### src/rtl/branch_resolve_unit_pkg.sv
// ---------------------------------------------------------------------------
// branch_resolve_unit_pkg
// Shared constants for the branch resolve unit:
//   - funct3-style branch codes carried in SELECT[2:0] (SELECT[3] marks a
//     control-flow op),
//   - 2-bit bimodal counter values used by the branch history table.
// ---------------------------------------------------------------------------
package branch_resolve_unit_pkg;

    // Branch / jump codes (SELECT[2:0]); 3'b011 is a defined not-taken slot.
    localparam logic [2:0] BR_BEQ  = 3'b000;
    localparam logic [2:0] BR_BNE  = 3'b001;
    localparam logic [2:0] BR_JMP  = 3'b010;
    localparam logic [2:0] BR_BLT  = 3'b100;
    localparam logic [2:0] BR_BGE  = 3'b101;
    localparam logic [2:0] BR_BLTU = 3'b110;
    localparam logic [2:0] BR_BGEU = 3'b111;

    // Bimodal counter encoding: MSB is the predicted direction.
    localparam logic [1:0] CTR_INIT = 2'b01;
    localparam logic [1:0] CTR_MAX  = 2'b11;
    localparam logic [1:0] CTR_MIN  = 2'b00;

    // Conditional branches train the predictor; jumps and the 011 slot do not.
    function automatic logic is_cond_branch(input logic [2:0] code);
        return (code == BR_BEQ) || (code == BR_BNE) || code[2];
    endfunction

endpackage

### src/rtl/branch_resolve_unit_compare.sv
// ---------------------------------------------------------------------------
// branch_compare
// Purely combinational branch direction evaluation.
//   data1, data2 : rs1 / rs2 operands (XLEN bits)
//   select       : [3] control-flow op, [2:0] branch code
//   taken        : resolved direction (0 whenever select[3] = 0)
// ---------------------------------------------------------------------------
module branch_compare
    import branch_resolve_unit_pkg::*;
#(
    parameter int XLEN = 32
) (
    input  logic [XLEN-1:0] data1,
    input  logic [XLEN-1:0] data2,
    input  logic [3:0]      select,
    output logic            taken
);

    logic signed [XLEN-1:0] data1_s;
    logic signed [XLEN-1:0] data2_s;
    logic                   lt_s;
    logic                   lt_u;

    assign data1_s = data1;
    assign data2_s = data2;
    assign lt_s    = data1_s < data2_s;
    assign lt_u    = data1 < data2;

    always_comb begin
        taken = 1'b0;
        if (select[3]) begin
            case (select[2:0])
                BR_BEQ:  taken = (data1 == data2);
                BR_BNE:  taken = (data1 != data2);
                BR_JMP:  taken = 1'b1;
                BR_BLT:  taken = lt_s;
                BR_BGE:  taken = ~lt_s;
                BR_BLTU: taken = lt_u;
                BR_BGEU: taken = ~lt_u;
                default: taken = 1'b0;
            endcase
        end
    end

endmodule

### src/rtl/branch_resolve_unit.sv
// ---------------------------------------------------------------------------
// branch_resolve_unit
// Registered branch resolution (1-cycle latency) with a bimodal BHT of 2-bit
// saturating counters and a saturating mispredict performance counter.
// Ports:
//   CLK, RESET_N        : clock (rising edge), async active-low reset
//   FETCH_PC / PRED_TAKEN : fetch lookup, combinational counter MSB
//   RES_VALID, RES_PC, DATA1, DATA2, SELECT, RES_PRED_TAKEN : resolve inputs
//   STALL, FLUSH        : STALL holds all state; FLUSH kills the resolve op
//   OUT_VALID, BRANCH_TAKEN, MISPREDICT : registered results
//   MISPREDICT_COUNT    : saturating mispredict count (CNT_W bits)
// ---------------------------------------------------------------------------
module branch_resolve_unit
    import branch_resolve_unit_pkg::*;
#(
    parameter int XLEN        = 32,
    parameter int BHT_ENTRIES = 16,
    parameter int CNT_W       = 16
) (
    input  logic             CLK,
    input  logic             RESET_N,
    input  logic [XLEN-1:0]  FETCH_PC,
    output logic             PRED_TAKEN,
    input  logic             RES_VALID,
    input  logic [XLEN-1:0]  RES_PC,
    input  logic [XLEN-1:0]  DATA1,
    input  logic [XLEN-1:0]  DATA2,
    input  logic [3:0]       SELECT,
    input  logic             RES_PRED_TAKEN,
    input  logic             STALL,
    input  logic             FLUSH,
    output logic             OUT_VALID,
    output logic             BRANCH_TAKEN,
    output logic             MISPREDICT,
    output logic [CNT_W-1:0] MISPREDICT_COUNT
);

    localparam int IDX = $clog2(BHT_ENTRIES);

    function automatic logic [1:0] ctr_next(input logic [1:0] ctr, input logic up);
        if (up)
            return (ctr == CTR_MAX) ? CTR_MAX : ctr + 2'd1;
        return (ctr == CTR_MIN) ? CTR_MIN : ctr - 2'd1;
    endfunction

    function automatic logic [CNT_W-1:0] cnt_sat_inc(input logic [CNT_W-1:0] cnt);
        return (cnt == {CNT_W{1'b1}}) ? cnt : cnt + CNT_W'(1);
    endfunction

    logic [1:0]       bht [BHT_ENTRIES];
    logic [IDX-1:0]   fetch_idx;
    logic [IDX-1:0]   res_idx;
    logic             taken_p0;
    logic             live_p0;
    logic             mp_p0;
    logic             bht_upd_p0;

    logic             vld_p1;
    logic             taken_p1;
    logic             mp_p1;
    logic [CNT_W-1:0] mp_cnt_p1;

    // PC bits outside the index field do not participate in the lookup.
    logic unused_pc_bits;
    assign unused_pc_bits = ^{FETCH_PC[XLEN-1:IDX+2], FETCH_PC[1:0],
                              RES_PC[XLEN-1:IDX+2], RES_PC[1:0]};

    assign fetch_idx  = FETCH_PC[IDX+1:2];
    assign res_idx    = RES_PC[IDX+1:2];
    // No bypass: a same-cycle update to this index shows up after the edge.
    assign PRED_TAKEN = bht[fetch_idx][1];

    // ---- stage p0: combinational resolve ----
    branch_compare #(.XLEN(XLEN)) u_compare (
        .data1  (DATA1),
        .data2  (DATA2),
        .select (SELECT),
        .taken  (taken_p0)
    );

    assign live_p0    = RES_VALID & ~FLUSH;
    assign mp_p0      = live_p0 & SELECT[3] & (taken_p0 != RES_PRED_TAKEN);
    assign bht_upd_p0 = live_p0 & ~STALL & SELECT[3] & is_cond_branch(SELECT[2:0]);

    // ---- stage p1: registered results, BHT and perf counter ----
    always_ff @(posedge CLK or negedge RESET_N) begin
        if (!RESET_N) begin
            vld_p1    <= 1'b0;
            taken_p1  <= 1'b0;
            mp_p1     <= 1'b0;
            mp_cnt_p1 <= '0;
        end else if (!STALL) begin
            vld_p1   <= live_p0;
            taken_p1 <= taken_p0;
            mp_p1    <= mp_p0;
            if (mp_p0)
                mp_cnt_p1 <= cnt_sat_inc(mp_cnt_p1);
        end
    end

    always_ff @(posedge CLK or negedge RESET_N) begin
        if (!RESET_N) begin
            for (int i = 0; i < BHT_ENTRIES; i++)
                bht[i] <= CTR_INIT;
        end else if (bht_upd_p0) begin
            bht[res_idx] <= ctr_next(bht[res_idx], taken_p0);
        end
    end

    assign OUT_VALID        = vld_p1;
    assign BRANCH_TAKEN     = taken_p1;
    assign MISPREDICT       = mp_p1;
    assign MISPREDICT_COUNT = mp_cnt_p1;

endmodule

### config.mk
export PLATFORM = sky130hd
export DESIGN_NAME = branch_resolve_unit
export DESIGN_NICKNAME = d
export VERILOG_FILES = /design/src/rtl/branch_resolve_unit_pkg.sv /design/src/rtl/branch_resolve_unit_compare.sv /design/src/rtl/branch_resolve_unit.sv
export SDC_FILE = /design/constraint.sdc
export NUM_CORES = 1
export LEC_CHECK = 0
export ABC_AREA = 1
export BUFFER_PORTS_ARGS = -buffer_cell sky130_fd_sc_hd__clkbuf_2
export CORE_MARGIN = 5
export CORE_UTILIZATION = 45
export DETAILED_ROUTE_END_ITERATION = 6
export GPL_ROUTABILITY_DRIVEN = 0
export PLACE_DENSITY = 0.78
export SLEW_MARGIN = 20
export SYNTH_ARGS = -nofsm -noshare
export SYNTH_HDL_FRONTEND = slang
export SYNTH_HIERARCHICAL = 1
export SYNTH_SLANG_ARGS = --single-unit
export TNS_END_PERCENT = 30
### constraint.sdc
create_clock -name CLK -period 1.7 [get_ports CLK]
set_clock_uncertainty 0.05 [all_clocks]
set_input_delay 0.255 -clock CLK [delete_from_list [all_inputs] [get_ports CLK]]
set_output_delay 0.255 -clock CLK [all_outputs]
set_load 0.02 [all_outputs]
==> results of run 1 <==
## how the worst min path moves through the flow
stage,endpoint,slack (ns),cells past startpoint,from
after CTS,OUT_VALID,0.15,3,RES_VALID
after global placement,bht[7],0.22,2,RESET_N
final,OUT_VALID,0.14,3,RES_VALID
after detailed placement,bht[11],0.22,2,RESET_N
after floorplan,BRANCH_TAKEN,-0.09,0,RESET_N
after global routing,OUT_VALID,0.19,3,RES_VALID
## cells by family after synthesis
| group | count (synthesis) | share of synthesized area [%] |
|---|---|---|
| fa+ha+maj | 33 | 10.4 |
| flops | 51 | 32.5 |
| buf+inv | 101 | 10.4 |
| xor+xnor | 11 | 2.42 |
| compound gates | 54 | 7.78 |
| simple gates | 351 | 36.6 |
## Yosys cell counts, types with 2 or more instances
cell type / number / area share [%]
nand3_1: 51 / 6.4
nand3b_1: 3 / 0.56
nor3_1: 8 / 1.0
nor2_2: 3 / 0.47
dfrtp_1: 35 / 22
o21a_1: 2 / 0.38
buf_2: 6 / 0.75
o21ai_0: 23 / 2.9
nand2_1: 226 / 21
nand4_1: 4 / 0.63
ha_1: 33 / 10
buf_6: 2 / 0.56
nand2_2: 10 / 1.6
o221ai_1: 2 / 0.44
buf_4: 3 / 0.56
a21o_1: 2 / 0.38
xor2_1: 6 / 1.3
xnor2_1: 5 / 1.1
o21ai_1: 4 / 0.50
nor2_1: 43 / 4.0
inv_2: 2 / 0.19
o211ai_1: 2 / 0.38
a21oi_1: 15 / 1.9
dfstp_2: 16 / 11
inv_1: 87 / 8.2
## metrics by stage
step / cells / utilization (%)
6_report: 841 / 64.1
5_1_grt: 841 / 64.1
4_1_cts: 839 / 61.2
3_5_place_dp: 828 / 58.2
3_3_place_gp: 828 / 58.2
2_1_floorplan: 601 / -
## layer usage
metal  wire length [um]  track usage (%)  vias up
met3                615             3.54       21
li1                   -                -     2146
met2               5930             36.1      156
met1               4490             24.1     1972
met5                  0                0        -
met4                174             5.92        0
## critical path, cell delays in order
cell	delay (ns)
clkbuf_2	0.09
inv_1	0.08
ha_4	0.21
a21oi_2	0.16
o21ai_2	0.08
nand2_1	0.06
nand2_1	0.07
a21oi_2	0.17
buf_4	0.14
nand3_1	0.08
nand3_1	0.09
nand2_1	0.06
nor2_2	0.12
nor2_2	0.06
xor2_1	0.12
nand3_1	0.13
inv_2	0.12
nand2_8	0.09
buf_6	0.15
xnor2_1	0.11
## layout make-up
type,count,area [um2]
fill,765,3120
multi-input combinational,449,2740
sequential,51,1300
timing repair buffer,134,870
inverter,90,383
tap,108,135
clock buffer,5,68.8
clock inverter,3,67.6
timing repair inverter,1,6.26
## what timing repair did
item / 4_1_cts / 5_1_grt
gates resized for setup: 33 / 55
hold buffers: 1 / 0
endpoints found under the hold margin: 35 / 0
cloned: 2 / 0
endpoints found under the setup margin: 51 / 51
setup buffers: 0 / 2
pin swaps: 22 / 30
## state kept, by name, summed over array words and instances, names as in the netlist
register and flops:
bht 32, MISPREDICT 1, MISPREDICT_COUNT 16, OUT_VALID 1, BRANCH_TAKEN 1
## power by group through the flow
| stage | combinational, mW | clock (mW) | sequential (mW) |
|---|---|---|---|
| 6_report | 1.12 | 1.01 | 1.36 |
| 2_1_floorplan | 0.474 | 0 | 1.47 |
| 5_1_grt | 1.25 | 1.08 | 1.37 |
| 3_3_place_gp | 0.958 | 0 | 1.37 |
| 3_5_place_dp | 0.988 | 0 | 1.38 |
| 4_1_cts | 1.03 | 1.03 | 1.36 |
==> summary.md, run 1 <==
| Metric | Value |
|---|---|
| Status | finished with violations |
| Failing checks | setup timing |
| CP Max Fanout | 7 |
| Mean post-synth cell area | between 6 and 7 um2 |
| Via count | between 4000 and 5000 |
| Combinational share of power | 32.1% |
| RSZ-0062 raised after global routing | true |
| Vias per Instance | 5.11 |
| Crit. End Element | flip-flop |
| Residual DRC | 0 |
| GRT Util Overall | 20.0% |
| N_diodes | 0 |
| Cell count after synthesis | 601 |
| Initial DRC count | 284 |
| Core area | 0.00868 mm2 |
| PD cells | between 600 and 700 mW/mm2 |
| Hold/Removal Path Class | in2reg |
| Gr ovfl total | 0 |
| I/O Pins | 158 |
| Layout Nets | approximately 900 |
| Dpl cell area | 0.00505 mm2 |
| Worst path required time | 1.85 ns |
| Commonest non-fill, non-tap cell in the layout | nand2_1 |
| Worst R2R Path Depth | 8 |
| MaxCap Viol Count | 0 |
| Initial cell density of the core | 45.9% |
| Number of synthesized register bits | 51 |
| Worst Path Arrival | 2.46 ns |
| First-pass detailed-route iteration total | 6 |
| FMAX | 432 MHz |
| Routed Antenna Nets | 0 |
| CTS tree | done |
| Vias in the first global route | 4327 |
| Post-DP HPWL | a little over 8000 um |
| Clk buf depth | 2 |
| Crit path launch | DATA2[27] |
| Global-route wire length before repair | 18800 um |
| CTS clk-pin slew, worst paths | about 0.10 ns |
| Tmin final | 2.31 ns |
| Final worst slack | -0.615 ns |
| Net Sw Power | 1.10 mW |
| Crit start category | input port |
| Die area | around 0.011 mm2 |
| H-Tree Depth | 2 |
| Row cnt | 34 |
| Async set-reset flop share out of synthesis | 100% |
| Worst slew pin tran | approximately 0.5 ns |
| Capturing point of the worst reg2reg path | MISPREDICT_COUNT[0] |
| Sequential area share after synthesis | 32.5% |
| Setup TNS | -24.69 ns |
| Reg2reg setup slack | -0.11 ns |
| Cell area after synthesis | 0.00399 mm2 |
| Finished Cell Area | 0.00556 mm2 |
| Synth cell types | 33 |
| Sink Count | between 50 and 60 |
| WL per Instance | 13.3 um |
| Slew margin rel. | 65.8% |
| Area grow syn2layout | 39.5% |
| Period utilization | 136% |
| Final slew viol count | 0 |
| EDFF count, synth | 0 |
| Switching share of power | 31.6% |
| Die height | 104 um |
| YS warnings | 6 |
| Setup crit end | MISPREDICT_COUNT[0] |
| Final Hold Violating Endpoints | 0 |
| Final setup viols | 51 |
| Clk pwr share | roughly 29% |
| Final Power | ~3.5 mW |
| Port Buffers | ~100 |
| Clock latency on the worst-skew pair | 0.31 ns |
| Clock root cell | clkbuf_8 |
| WL final | 11200 um |
| Share of cells above drive strength 1 | 35.2% |
| Antenna violations before repair | 0 |
| Die width | 104 um |
| Largest net degree at the start of global routing | 52 |
| Commonest non-fill, non-tap cells in the layout | 215 x nand2_1, 93 x clkbuf_2, 65 x inv_1, 45 x nand3_1, 37 x nor2_1 |
| WHS | 0.145 ns |
| Maximum vdd drop | 769 uV |
| Num CTS Buffers | 5 |
| Most used DFF post-synth | dfrtp_1 |
| Kind of critical path | in2reg |
| Reg2Reg Launch Point | MISPREDICT_COUNT[1] |
| Setup Slack @ Placement | -1.03 ns |
| Internal power | 2.39 mW |
| Sequential share of power | 38.9% |
| Net count after synthesis | 772 |
| Leakage power | ~2.9 nW |
Power figures use the tool's default switching activity.
==> run 2: changes to the inputs <==
- CELL_PAD_IN_SITES_DETAIL_PLACEMENT: default -> 0
- CELL_PAD_IN_SITES_GLOBAL_PLACEMENT: default -> 1
- CORE_UTILIZATION: 45 -> 30
- PLACE_DENSITY: 0.78 -> default
- PLACE_DENSITY_LB_ADDON: default -> 0.1
- SKIP_CTS_REPAIR_TIMING: default -> 1
==> summary.md, run 2 (synthesis results as in run 1) <==
| Metric | Value |
|---|---|
| Largest Register | bht (unchanged) |
| Worst R2R Path Depth | 9 (was 8) |
| Num CTS Buffers | 5 (unchanged) |
| Dpl cell area | 0.00530 mm2 (was 0.00505 mm2) |
| CP Max Fanout | 5 (was 7) |
| Tmin final | 2.34 ns (was 2.31 ns) |
| Leakage power | 3.03 nW (was 2.89 nW) |
| Crit. End Element | flip-flop (unchanged) |
| I/O Pins | 158 (unchanged) |
| Commonest non-fill, non-tap cells in the layout | 203 x nand2_1, 96 x clkbuf_2, 70 x inv_1, 51 x nand3_1, 44 x buf_4 (was 215 x nand2_1, 93 x clkbuf_2, 65 x inv_1, 45 x nand3_1, 37 x nor2_1) |
| Vias in the first global route | 4239 (was 4327) |
| Routed Antenna Nets | 0 (unchanged) |
| Final worst slack | -0.637 ns (was -0.615 ns) |
| N_diodes | 0 (unchanged) |
| Worst Path Arrival | 2.47 ns (was 2.46 ns) |
| Slew margin rel. | 65.6% (was 65.8%) |
| Sink Count | 51 (unchanged) |
| WL per Instance | 13.1 um (was 13.3 um) |
| FMAX | 428 MHz (was 432 MHz) |
| CTS clk-pin slew, worst paths | 0.07 ns (was 0.10 ns) |
| Fill cell count | 1375 (was 765) |
| Residual DRC | 0 (unchanged) |
| PD cells | 636 mW/mm2 (was 628 mW/mm2) |
| Maximum vdd drop | 570 uV (was 769 uV) |
| Critical Path Stages | 19 (was 20) |
| Global-route wire length before repair | 19800 um (was 18800 um) |
| Die area | 0.0157 mm2 (was 0.0108 mm2) |
| Initial cell density of the core | 30.3% (was 45.9%) |
| Finished Cell Area | 0.00582 mm2 (was 0.00556 mm2) |
| Largest register FFs | 32 (unchanged) |
| GRT Util Overall | 15.1% (was 20.0%) |
| Period utilization | 137% (was 136%) |
| Depth of the worst hold-timing path | 3 (unchanged) |
| Port Buffers | 101 (unchanged) |
| H-Tree Depth | 2 (unchanged) |
| WL final | 12200 um (was 11200 um) |
| Cell mode on critical path | nand3_1 |
| Layout Nets | 925 (was 903) |
| Clock root cell | clkbuf_16 (was clkbuf_8) |
| Post-DP HPWL | 9590 um (was 8260 um) |
| Worst slew pin tran | 0.514 ns (was 0.511 ns) |
| Final slew viol count | 0 (unchanged) |
| Share of cells above drive strength 1 | 37.0% (was 35.2%) |
| Final Hold Violating Endpoints | 0 (unchanged) |
| Initial DRC count | 144 (was 284) |
| Area grow syn2layout | 46.0% (was 39.5%) |
| Crit-path cells | buf_8, inv_12, ha_4, a21o_1, o21ai_1, nand2_1, a21oi_2, buf_4, nand3_1, nand3_1, nand2_1, nor2_2, nor2_2, xor2_1, nand3_1, inv_2, nand2_8, buf_6, xnor2_2 (was clkbuf_2, inv_1, ha_4, a21oi_2, o21ai_2, nand2_1, nand2_1, a21oi_2, buf_4, nand3_1, nand3_1, nand2_1, nor2_2, nor2_2, xor2_1, nand3_1, inv_2, nand2_8, buf_6, xnor2_1) |
| MaxCap Viol Count | 0 (unchanged) |
| Clock latency on the worst-skew pair | 0.29 ns (was 0.31 ns) |
| Final setup viols | 51 (unchanged) |
| Vias per Instance | 4.53 (was 5.11) |
| Gr ovfl total | 0 (unchanged) |
| Max stage delay on crit path | 0.23 ns (was 0.21 ns) |
| First-pass detailed-route iteration total | 4 (was 6) |
| CTS tree | done (unchanged) |
| Largest net degree at the start of global routing | 21 (was 52) |
| Core area | 0.0131 mm2 (was 0.00868 mm2) |
| Kind of critical path | in2reg (unchanged) |
| Clk buf depth | 2 (unchanged) |
| WHS | 0.169 ns (was 0.145 ns) |
| Status | finished with violations (unchanged) |
| Hold/Removal Path Class | in2reg (unchanged) |
| Worst Path Buf+Inv | 5 (unchanged) |
| Failing checks | setup timing (unchanged) |
| Die height | 125 um (was 104 um) |
| Commonest non-fill, non-tap cell in the layout | nand2_1 (unchanged) |
| Crit start category | input port (unchanged) |
| Worst path required time | 1.84 ns (was 1.85 ns) |
| Die width | 125 um (was 104 um) |
| Row cnt | 42 (was 34) |
| Via count | 4222 (was 4295) |
| Cell family with most CP delay | simple AND/OR/NAND/NOR gates (unchanged) |
| RSZ-0062 raised after global routing | true (unchanged) |
| Antenna violations before repair | 0 (unchanged) |
| CP max stage cell | ha_4 (unchanged) |
-- run 2: cell count changes in the layout (fill, tap and decap cells not counted), moves of 5 or more --
| cell | delta |
|---|---|
| clkbuf_16 | +5 |
| buf_4 | +19 |
| inv_1 | +5 |
| inv_2 | -5 |
| clkbuf_8 | -6 |
| nand2_2 | +13 |
| nand2_1 | -12 |
| nand3_2 | -6 |
| nand3_1 | +6 |
-- run 2: metrics by stage --
step                TNS, ns  util (%)  instances  setup WS [ns]  total power [mW]
global route         -32.30      44.3        931         -0.797              3.92
CTS                  -31.85      41.6        925         -0.797              3.62
detailed placement   -46.81      40.4        917          -1.10              2.44
global placement     -44.93      40.4        917          -1.03              2.44
finish               -24.25      44.3        931         -0.637              3.70
floorplan            -19.85         -        601         -0.581              1.94
-- run 2: worst reg2reg max path, cell delays in order (launching register included) --
cell and delay (ns):
dfrtp_1 0.35, ha_1 0.17, nand3_1 0.13, nor2_1 0.19
and2_1 0.17, nand4_1 0.30, nand2_4 0.27, clkinv_2 0.13
nand2_1 0.08, nand2_1 0.05
-- run 2: area by class of cell --
cell class,count,area (um2),share of cell area (%)
repair inverters,3,20.0,0.344
flip-flops and latches,51,1300,22.3
multi-input cells,450,2740,47.1
clock buffers,7,133,2.28
clock inverters,1,30.0,0.516
well taps,176,220,3.78
repair buffers,153,997,17.1
inverters,90,383,6.58
-- run 2: where the power goes --
| group | switching, mW | internal (mW) |
|---|---|---|
| Clock | 0.461 | 0.698 |
| Combinational | 0.642 | 0.544 |
| Sequential | 0.0489 | 1.31 |
| Total | 1.15 | 2.55 |
-- run 2: routing by layer --
layer  part of all wire (%)  global-route usage, %
met1                     47                   19.8
met5                      0                      0
met4                    1.3                   3.70
met2                     47                   26.1
met3                    4.5                   2.64
-- run 2: worst paths after layout --
| check | start | end | slack [ns] |
|---|---|---|---|
| max | DATA2[19] | MISPREDICT_COUNT[0] | -0.64 |
| min | RES_VALID | OUT_VALID | 0.17 |
| max reg2reg | MISPREDICT_COUNT[0] | MISPREDICT_COUNT[7] | -0.30 |
| min reg2reg | bht[24] | bht[24] | 0.42 |
| max in group asynchronous | RESET_N | bht[8] | 0.66 |
| min in group asynchronous | RESET_N | MISPREDICT_COUNT[5] | 0.39 |
==> run 3: changes to the inputs <==
- ABC_AREA: 1 -> 0
- CORE_UTILIZATION: 30 -> 32
==> summary.md, run 3 <==
| Metric | Value |
|---|---|
| Status | finished with violations (unchanged) |
| Failing checks | setup timing (unchanged) |
| Die height | 115 um (was 125 um) |
| WL final | 9400 um (was 12200 um) |
| YS warnings | 6 (unchanged) |
| Most frequent cell after synthesis | mux2_2 (was nand2_1) |
| Post-synthesis adder-cell area fraction | 12.9% (was 10.4%) |
| Setup TNS | -49.28 ns (was -24.25 ns) |
| Final setup viols | 51 (unchanged) |
| Gr ovfl total | 0 (unchanged) |
| Sequential area share after synthesis | 36.6% (was 32.5%) |
| Vias in the first global route | 3089 (was 4239) |
| WL per Instance | 14.8 um (was 13.1 um) |
| Row cnt | 38 (was 42) |
| GRT Util Overall | 14.1% (was 15.1%) |
| Final worst slack | -1.18 ns (was -0.637 ns) |
| Compound-Gate Fraction of Synth Area | 6.46% (was 7.78%) |
| Net count after synthesis | 498 (was 772) |
| Synth Area in Simple Gates | 14.7% (was 36.6%) |
| Layout Nets | 667 (was 925) |
| Dpl cells | 625 (was 917) |
| PD cells | 549 mW/mm2 (was 636 mW/mm2) |
| Core area | 0.0108 mm2 (was 0.0131 mm2) |
| Fill cell count | 1017 (was 1375) |
| Fin util | 49.6% (was 44.3%) |
| Largest family of logic cells by synthesized area | multiplexers (was simple AND/OR/NAND/NOR gates) |
| Initial DRC count | 116 (was 144) |
| I/O Pins | 158 (unchanged) |
| Global-route wire length before repair | 15000 um (was 19800 um) |
| CP Max Fanout | 4 (was 5) |
| Largest register FFs | 32 (unchanged) |
| Largest area contributor in the netlist | dfrtp_1 (unchanged) |
| Vias per Instance | 4.90 (was 4.53) |
| Via count | 3124 (was 4222) |
| RSZ-0062 raised after global routing | true (unchanged) |
| Kind of critical path | in2reg (unchanged) |
| Number of synthesized register bits | 51 (unchanged) |
| Port Buffers | 101 (unchanged) |
| H-Tree Depth | 2 (unchanged) |
| Routed Antenna Nets | 0 (unchanged) |
| Post-synthesis mux area share | 21.5% (was 0%) |
| Worst Path Arrival | 3.05 ns (was 2.47 ns) |
| CTS tree | done (unchanged) |
| Hold/Removal Path Class | in2reg (unchanged) |
| Setup Slack @ Placement | -1.67 ns (was -1.10 ns) |
| Top post-synthesis cells by count | 39 x mux2_2, 35 x dfrtp_1, 34 x inv_1 (was 226 x nand2_1, 87 x inv_1, 51 x nand3_1) |
| Post-Synth XOR/XNOR Area | 3.46% (was 2.42%) |
| FMAX | 347 MHz (was 428 MHz) |
| Sink Count | 51 (unchanged) |
| Async set-reset flop share out of synthesis | 100% (unchanged) |
| Clock latency on the worst-skew pair | 0.29 ns (about the same) |
| Num CTS Buffers | 5 (unchanged) |
| CTS clk-pin slew, worst paths | 0.09 ns (was 0.07 ns) |
| Cell count after synthesis | 327 (was 601) |
| Crit start category | input port (unchanged) |
| Worst slew pin tran | 0.834 ns (was 0.514 ns) |
| Synth cell types | 47 (was 33) |
| Share of cells above drive strength 1 | 61.6% (was 37.0%) |
| Worst path required time | 1.87 ns (was 1.84 ns) |
| Antenna violations before repair | 0 (unchanged) |
| N_diodes | 0 (unchanged) |
| Reg2reg setup slack | -0.28 ns (was -0.30 ns) |
| Leakage power | 2.61 nW (was 3.03 nW) |
| MaxCap Viol Count | 0 (unchanged) |
| Final slew viol count | 0 (unchanged) |
| Multi-input logic area | 0.00249 mm2 (was 0.00274 mm2) |
| EDFF count, synth | 0 (unchanged) |
| Commonest non-fill, non-tap cells in the layout | 85 x clkbuf_2, 61 x buf_4, 37 x mux2_2, 35 x dfrtp_1, 24 x nand2_1 (was 203 x nand2_1, 96 x clkbuf_2, 70 x inv_1, 51 x nand3_1, 44 x buf_4) |
| Residual DRC | 0 (unchanged) |
| Slew margin rel. | 43.9% (was 65.6%) |
| Tmin final | 2.88 ns (was 2.34 ns) |
| Post-synth top area share | 24.7% (was 22.0%) |
| Final Hold Violating Endpoints | 0 (unchanged) |
| Maximum vdd drop | 365 uV (was 570 uV) |
| Commonest non-fill, non-tap cell in the layout | clkbuf_2 (was nand2_1) |
| Mean post-synth cell area | 10.8 um2 (was 6.63 um2) |
| First-pass detailed-route iteration total | 4 (unchanged) |
| Final Non-Filler Cells | 637 (was 931) |
| Register area | 0.00130 mm2 (unchanged) |
| Die area | 0.0133 mm2 (was 0.0157 mm2) |
| Clock root cell | clkbuf_8 (was clkbuf_16) |
| Area grow syn2layout | 51.8% (was 46.0%) |
| Crit. End Element | flip-flop (unchanged) |
| Top cells by area, synth | dfrtp_1 25%, mux2_2 12%, dfstp_2 12% (was dfrtp_1 22%, nand2_1 21%, dfstp_2 11%) |
| Largest Register | bht (unchanged) |
| Finished Cell Area | 0.00538 mm2 (was 0.00582 mm2) |
| Largest net degree at the start of global routing | 52 (was 21) |
| Clk buf depth | 2 (unchanged) |
| Most used DFF post-synth | dfrtp_1 (unchanged) |
| Dpl cell area | 0.00488 mm2 (was 0.00530 mm2) |
| Die width | 115 um (was 125 um) |
| Period utilization | 170% (was 137%) |
| Post-DP HPWL | 7710 um (was 9590 um) |
| Initial cell density of the core | 32.7% (was 30.3%) |
| Cell area after synthesis | 0.00354 mm2 (was 0.00399 mm2) |
run 3: changes by cell type in the layout (fill, tap and decap cells not counted), sizes merged, moves of 10 or more:
cell    change
clkbuf     -10
mux2       +39
nand3      -40
nand4      +13
buf        +26
o21ai      -24
nand2     -212
mux4       +13
nor2       -33
inv        -56
run 3: final timing paths:
check | startpoint | endpoint | cells after the start
max | DATA2[1] | MISPREDICT_COUNT[8] | 15
min | RES_VALID | OUT_VALID | 3
max reg2reg | bht[25] | bht[11] | 4
min reg2reg | MISPREDICT | MISPREDICT | 2
max in group asynchronous | RESET_N | bht[0] | 3
min in group asynchronous | RESET_N | bht[31] | 3
run 3: cells by family after synthesis:
| kind of cell | after synthesis |
|---|---|
| AO/OA/AOI/OAI | 34 |
| XOR/XNOR | 14 |
| adder cells (fa/ha/maj) | 37 |
| buffers and inverters | 40 |
| flip-flops | 51 |
| multiplexers | 55 |
| AND/OR/NAND/NOR | 96 |
run 3: area by class of cell:
class,count,area share [%]
sequential,51,24.1
timing repair buffer,168,21.6
tap,140,3.26
multi-input combinational,236,46.4
clock buffer,8,1.86
inverter,34,2.79
run 3: per-stage QoR:
| stage | hold slack [ns] | power, mW |
|---|---|---|
| floorplan | -0.0906 | 1.74 |
| global placement | 0.228 | 2.13 |
| detailed placement | 0.231 | 2.14 |
| CTS | -0.0989 | 2.93 |
| global route | 0.194 | 3.14 |
| finish | 0.152 | 2.95 |
run 3: per-layer routing:
metal / wire length, um / share of wire (%) / global-route usage [%] / vias to the layer above
met4: 46 / 0.49 / 1.64 / 0
li1: - / - / - / 1548
met1: 4340 / 46 / 19.9 / 1505
met2: 4630 / 49 / 23.6 / 67
met5: 0 / 0 / 0 / -
met3: 375 / 4.0 / 2.42 / 4
run 3: critical path, stage by stage:
cell and delay, ns:
buf_8 0.09, inv_12 0.03, ha_4 0.22, nor2b_4 0.12, o211ai_2 0.14, a21oi_2 0.07, o311a_1 0.29, a211o_1 0.28
a211oi_2 0.23, mux2i_2 0.36, xor2_2 0.21, nand4_1 0.21, buf_6 0.19, nor3b_4 0.18, xor2_1 0.16
run 3: report_power, final:
part / internal (mW) / total (mW) / switching (mW)
clock network: 0.373 / 0.757 / 0.384
logic: 0.444 / 0.876 / 0.433
registers: 1.28 / 1.32 / 0.0334
